[config.mk]
export PLATFORM = sky130hd
export DESIGN_NAME = fp_subtractor_seq
export DESIGN_NICKNAME = d
export VERILOG_FILES = /design/src/rtl/fp_pkg.sv /design/src/rtl/fp_unpack.sv /design/src/rtl/fp_subtractor_seq.sv
export SDC_FILE = /design/constraint.sdc
export NUM_CORES = 1
export LEC_CHECK = 0
export CORE_ASPECT_RATIO = 1.5
export CORE_MARGIN = 2
export CORE_UTILIZATION = 54
export CTS_BUF_LIST = sky130_fd_sc_hd__clkbuf_4 sky130_fd_sc_hd__clkbuf_8 sky130_fd_sc_hd__clkbuf_16
export CTS_CLUSTER_SIZE = 14
export DETAILED_ROUTE_END_ITERATION = 7
export GPL_ROUTABILITY_DRIVEN = 0
export GPL_TIMING_DRIVEN = 0
export HOLD_SLACK_MARGIN = 0.03
export PLACE_DENSITY_LB_ADDON = 0.05
export SKIP_CTS_REPAIR_TIMING = 1
export SYNTH_ARGS = -nofsm -noshare
export SYNTH_HDL_FRONTEND = slang
export SYNTH_SLANG_ARGS = --single-unit
export TNS_END_PERCENT = 20
[constraint.sdc]
create_clock -name clk -period 4.1 [get_ports clk]
set_input_delay 0.82 -clock clk [delete_from_list [all_inputs] [get_ports clk]]
set_output_delay 0.82 -clock clk [all_outputs]
set_load 0.02 [all_outputs]
[src/rtl/fp_pkg.sv]
// Shared types and constants for the sequential single-precision subtractor.
// Field widths are fixed to the IEEE-754 binary32 layout.
package fp_pkg;

    localparam int         EXP_W   = 8;
    localparam int         FRAC_W  = 23;
    localparam int         MANT_W  = 24;
    localparam logic [7:0] EXP_MAX = 8'hFF;

    typedef enum logic [2:0] {
        IDLE,
        UNPACK,
        ALIGN,
        ADDSUB,
        NORM
    } fp_state_t;

    typedef struct packed {
        logic              sign;
        logic [EXP_W-1:0]  exp;
        logic [MANT_W-1:0] mant;
    } fp_fields_t;

endpackage

[src/rtl/fp_unpack.sv]
// Combinational split of a binary32 word into sign, exponent and 24-bit mantissa.
// A zero exponent yields a zero mantissa, so denormals behave as signed zero.
module fp_unpack
    import fp_pkg::*;
(
    input  logic [31:0] word_i,
    output fp_fields_t  fields_o
);

    always_comb begin
        fields_o.sign = word_i[31];
        fields_o.exp  = word_i[30:23];
        if (word_i[30:23] == 8'h00) begin
            fields_o.mant = '0;
        end else begin
            fields_o.mant = {1'b1, word_i[22:0]};
        end
    end

endmodule

[src/rtl/fp_subtractor_seq.sv]
// Multi-cycle binary32 subtractor dataR = dataA - dataB with a start/busy/done handshake.
// Alignment and normalisation shift one bit per clock to keep the datapath narrow.
module fp_subtractor_seq
    import fp_pkg::*;
(
    input  logic        clk,
    input  logic        rst_n,
    input  logic        start,
    input  logic [31:0] dataA,
    input  logic [31:0] dataB,
    output logic [31:0] dataR,
    output logic        busy,
    output logic        done
);

    fp_state_t         state_q, state_d;
    logic [31:0]       opA_q, opA_d;
    logic [31:0]       opB_q, opB_d;
    logic [EXP_W-1:0]  expR_q, expR_d;
    logic [MANT_W-1:0] bigMant_q, bigMant_d;
    logic [MANT_W-1:0] smallMant_q, smallMant_d;
    logic              bigSign_q, bigSign_d;
    logic              smallSign_q, smallSign_d;
    logic [4:0]        cnt_q, cnt_d;
    logic [31:0]       dataR_q, dataR_d;
    logic              busy_q, busy_d;
    logic              done_q, done_d;

    fp_fields_t        fieldsA, fieldsB, fieldsBEff, opBig, opSmall;
    logic [EXP_W-1:0]  expDiff;
    logic [MANT_W:0]   sumAdd;
    logic [MANT_W-1:0] sumSub;

    fp_unpack u_unpackA (.word_i(opA_q), .fields_o(fieldsA));
    fp_unpack u_unpackB (.word_i(opB_q), .fields_o(fieldsB));

    always_ff @(posedge clk or negedge rst_n) begin
        if (!rst_n) begin
            state_q     <= IDLE;
            opA_q       <= '0;
            opB_q       <= '0;
            expR_q      <= '0;
            bigMant_q   <= '0;
            smallMant_q <= '0;
            bigSign_q   <= 1'b0;
            smallSign_q <= 1'b0;
            cnt_q       <= '0;
            dataR_q     <= '0;
            busy_q      <= 1'b0;
            done_q      <= 1'b0;
        end else begin
            state_q     <= state_d;
            opA_q       <= opA_d;
            opB_q       <= opB_d;
            expR_q      <= expR_d;
            bigMant_q   <= bigMant_d;
            smallMant_q <= smallMant_d;
            bigSign_q   <= bigSign_d;
            smallSign_q <= smallSign_d;
            cnt_q       <= cnt_d;
            dataR_q     <= dataR_d;
            busy_q      <= busy_d;
            done_q      <= done_d;
        end
    end

    always_comb begin
        state_d     = state_q;
        opA_d       = opA_q;
        opB_d       = opB_q;
        expR_d      = expR_q;
        bigMant_d   = bigMant_q;
        smallMant_d = smallMant_q;
        bigSign_d   = bigSign_q;
        smallSign_d = smallSign_q;
        cnt_d       = cnt_q;
        dataR_d     = dataR_q;
        busy_d      = busy_q;
        done_d      = 1'b0;

        fieldsBEff      = fieldsB;
        fieldsBEff.sign = ~fieldsB.sign;
        if ({fieldsA.exp, fieldsA.mant} >= {fieldsB.exp, fieldsB.mant}) begin
            opBig   = fieldsA;
            opSmall = fieldsBEff;
        end else begin
            opBig   = fieldsBEff;
            opSmall = fieldsA;
        end
        expDiff = opBig.exp - opSmall.exp;
        sumAdd  = {1'b0, bigMant_q} + {1'b0, smallMant_q};
        sumSub  = bigMant_q - smallMant_q;

        case (state_q)
            IDLE: begin
                if (start) begin
                    opA_d   = dataA;
                    opB_d   = dataB;
                    busy_d  = 1'b1;
                    state_d = UNPACK;
                end
            end

            UNPACK: begin
                expR_d      = opBig.exp;
                bigMant_d   = opBig.mant;
                bigSign_d   = opBig.sign;
                smallSign_d = opSmall.sign;
                smallMant_d = (expDiff > 8'd24) ? '0 : opSmall.mant;
                cnt_d       = expDiff[4:0];
                if (expDiff >= 8'd1 && expDiff <= 8'd24) begin
                    state_d = ALIGN;
                end else begin
                    state_d = ADDSUB;
                end
            end

            ALIGN: begin
                smallMant_d = smallMant_q >> 1;
                cnt_d       = cnt_q - 5'd1;
                if (cnt_q == 5'd1) begin
                    state_d = ADDSUB;
                end
            end

            ADDSUB: begin
                if (bigSign_q == smallSign_q) begin
                    if (sumAdd[MANT_W]) begin
                        // A carry out of exponent 254 (or beyond) saturates to infinity.
                        if (expR_q >= 8'hFE) begin
                            expR_d    = EXP_MAX;
                            bigMant_d = {1'b1, {FRAC_W{1'b0}}};
                        end else begin
                            expR_d    = expR_q + 8'd1;
                            bigMant_d = sumAdd[MANT_W:1];
                        end
                    end else begin
                        bigMant_d = sumAdd[MANT_W-1:0];
                    end
                end else begin
                    bigMant_d = sumSub;
                    if (sumSub == '0) begin
                        bigSign_d = 1'b0;
                    end
                end
                state_d = NORM;
            end

            NORM: begin
                if (bigMant_q == '0 || bigMant_q[MANT_W-1] || expR_q <= 8'd1) begin
                    if (bigMant_q == '0) begin
                        dataR_d = 32'h0000_0000;
                    end else if (bigMant_q[MANT_W-1]) begin
                        dataR_d = {bigSign_q, expR_q, bigMant_q[FRAC_W-1:0]};
                    end else begin
                        dataR_d = {bigSign_q, 31'h0};
                    end
                    done_d  = 1'b1;
                    busy_d  = 1'b0;
                    state_d = IDLE;
                end else begin
                    bigMant_d = bigMant_q << 1;
                    expR_d    = expR_q - 8'd1;
                end
            end

            default: begin
                state_d = IDLE;
                busy_d  = 1'b0;
            end
        endcase
    end

    assign dataR = dataR_q;
    assign busy  = busy_q;
    assign done  = done_q;

endmodule
==> impl_metrics.py <==
metrics = {
    "status": {
        "outcome": "complete, but fails checks",
        "violations": "setup timing",
    },
    "timing": {
        "finalWorstPathRequiredPeriod_ns": 4.54,
        "fin_ws_ns": -0.438,
        "rsz0062_at_grt": "yes",
        "setup_tns_ns": -12.20,
        "tightestPinTransition_ns": 1.31,
        "hold_viol": 0,
        "setup_viol": 49,
        "relSlewSlack_pct": 12.3,
        "fmax_ghz": 0.220,
        "fin_worst_skew_ns": 0.0119,
        "slew_violations": 0,
        "fin_crit_sh_pct": 111,
    },
    "floorplanning": {
        "num_io_pins": 101,
        "start_util_pct": 54.6,
        "fp-row-count": 67,
        "core_um2": 22100,
        "die_height_um": 187,
        "die-area_um2": 23600,
        "fp.dieW_um": 126,
    },
    "setup_path": {
        "crit_path_end_kind": "register",
        "rrSetupSlack_ns": -0.44,
        "crit_end": "state_q[0]",
        "r2r_end": "state_q[0]",
        "worst_ep_required_time_ns": 4.45,
        "crit_start": "opB_q[23]",
        "reg2reg_from": "opB_q[23]",
        "cp-start-kind": "register",
        "worstPathCellList": "nor4_4 > nand2_2 > buf_6 > and2_1 > ha_1 > nand2b_1 > a2111oi_2 > or4_4 > a311oi_4 > buf_4 > nor4_2 > a31o_4 > o2bb2ai_2 > or3_4 > and2_4 > o41a_1 > a311oi_2",
        "slowest_delay_ns": 0.47,
        "cp.arrival_ns": 4.89,
        "path_max_fanout": 10,
        "critPathKind": "reg2reg",
        "critPathSlowestCell": "a311oi_4",
        "rr_worst_depth": 17,
    },
    "yosys": {
        "synth_seq_cells": 164,
        "synthAdderAreaFrac_pct": 9.14,
        "netlist_area_um2": 12100,
        "ys_seq_area_share_pct": 34.0,
        "netlist_instances": 1439,
        "synth_common_cells": "196 x nand2_1, 164 x dfrtp_1, 122 x o21ai_0, 102 x nor2_1, 101 x a21oi_1",
        "synth_top_area_share_pct": 34.0,
        "synth_top_family_by_area": "compound AO/OA/AOI/OAI gates",
        "yosysWarnings": 0,
        "syn_nets": 1593,
        "synthTopCellsByArea": "dfrtp_1 34%, ha_1 8.8%, nand2_1 6.1%",
        "synth_top_area_cell": "dfrtp_1",
        "synth_edf_count": 0,
        "synth.distinct_cells": 86,
        "synth_simple_gate_area_share_pct": 18.9,
        "synth_xor_xnor_area_share_pct": 3.63,
        "avgSynthCellArea_um2": 8.39,
        "synthMuxAreaShare_pct": 5.67,
        "async_flop_share_pct": 100,
        "synth_compound_area_share_pct": 23.3,
        "synthMostInstantiatedCell": "nand2_1",
        "ys.flop_type": "dfrtp_1",
    },
    "clocking": {
        "cts_buffers": 17,
        "clk_latency_ns": 0.45,
        "clock_sinks": 164,
        "cts_tree": "yes",
        "htree_num_levels": 4,
        "clkTransAtPathRegs_ns": 0.07,
        "clock_path_buffers": 2,
        "root_buffer": "clkbuf_16",
    },
    "global_route": {
        "grt_first_pass_wirelength_mm": 58.9,
        "grt_max_degree": 98,
        "overflow": 0,
        "antenna_found_initial": 0,
        "grt_usage_pct": 31.5,
        "grt_pass1_vias": 11211,
    },
    "min_path": {
        "hold_class": "in2async",
    },
    "place": {
        "hpwl_mm": 28.3,
        "port_buffers": 100,
        "pre_cts_slack_ns": -1.03,
        "numPlacedInstances": 1816,
    },
    "drt": {
        "vias": 11455,
        "drc": 0,
        "vias_per_cell": 6.14,
        "wl_per_cell_um": 19.9,
        "postRouteAntennaNets": 0,
        "routed_wl_mm": 37.2,
        "drt_pass1_iterations": 6,
        "drtIter0Drc": 885,
    },
    "finish": {
        "drive_above_1_share_pct": 13.3,
        "syn_to_final_growth_pct": 20.8,
        "multi_input_area_um2": 7620,
        "diodes": 0,
        "regArea_um2": 4110,
        "fin_nets": 1732,
        "layout.cells.non_filler": 1867,
        "fillers": 1946,
        "fin_util_pct": 65.9,
    },
    "flow_run": {
        "drv_cap": 0,
    },
}
[kinds of logic after synthesis]
logic type               after synthesis
AND/OR/NAND/NOR                      487
AO/OA/AOI/OAI                        432
flip-flops                           164
buffers and inverters                158
adder cells (fa/ha/maj)               87
multiplexers                          61
XOR/XNOR                              50
[critical path, delay by kind of cell (launching register included)]
| family | cells | cell delay [ns] |
|---|---|---|
| AOI/OAI and AO/OA | 6 | 1.46 |
| adders and majority gates | 1 | 0.29 |
| buffers and inverters | 2 | 0.39 |
| DFF | 1 | 0.42 |
| and+or+nand+nor | 8 | 1.89 |
[layout by cell type (no fill, tap or decap), types with 6 or more instances in the layout]
| cell type | instances |
|---|---|
| a211oi_1 | 11 |
| a21o_1 | 13 |
| a21oi_1 | 99 |
| a221o_1 | 19 |
| a22oi_1 | 35 |
| a31oi_1 | 8 |
| and2_1 | 19 |
| and2_4 | 7 |
| and3_1 | 8 |
| buf_2 | 8 |
| buf_4 | 21 |
| buf_6 | 8 |
| clkbuf_1 | 63 |
| clkbuf_16 | 17 |
| clkdlybuf4s50_1 | 99 |
| dfrtp_1 | 161 |
| ha_1 | 78 |
| ha_4 | 7 |
| inv_1 | 66 |
| mux2_2 | 55 |
| nand2_1 | 191 |
| nand2b_1 | 10 |
| nand3_1 | 45 |
| nand4_1 | 8 |
| nor2_1 | 102 |
| nor2b_1 | 8 |
| nor3_1 | 28 |
| nor4_1 | 11 |
| o211ai_1 | 11 |
| o21ai_0 | 118 |
| o21ai_1 | 28 |
| o21bai_1 | 6 |
| o22ai_1 | 12 |
| or3_1 | 9 |
| xnor2_1 | 36 |
| xor2_1 | 14 |
[registers in the layout (all words and copies together), names as in the netlist]
signal       count
expR_q           8
bigSign_q        1
smallMant_q     24
busy             1
dataR           32
opB_q           32
opA_q           32
bigMant_q       24
smallSign_q      1
cnt_q            5
state_q          3
done             1
[layer usage]
metal	share of wire [%]	wire length [um]	vias to the layer above	track usage, %
met3	6.1	2260	146	4.43
met4	6.5	2410	0	19.2
met5	0	0	-	0
met2	49	18200	490	53.1
met1	38	14300	5379	37.9
li1	-	-	5440	-
[final cells by class]
class / instances / area share [%]
plain buffers: 91 / 3.08
flip-flops and latches: 164 / 28.2
inverters: 66 / 1.70
well taps: 276 / 2.37
multi-input cells: 1117 / 52.2
repair buffers: 121 / 8.10
clock buffers: 18 / 2.97
clock inverters: 14 / 1.37
[worst min path at each step]
stage                            to       from
after floorplan            opB_q[0]   opB_q[0]
after global placement    dataR[14]  dataR[14]
after detailed placement   dataR[1]   dataR[1]
after CTS                  dataR[8]      rst_n
after global routing       dataR[8]      rst_n
final                      dataR[8]      rst_n
[metrics by stage]
stage / instance area, um^2 / hold WS (ns)
finish: 14600 / 0.320
global route: 14600 / 0.377
CTS: 14100 / 0.344
detailed placement: 13500 / 0.454
global placement: 13400 / 0.449
floorplan: 12100 / 0.472
Power is left out: the tool's default activity adds up to more than one toggle a clock period on the data nets, which glitch-free logic cannot reach.
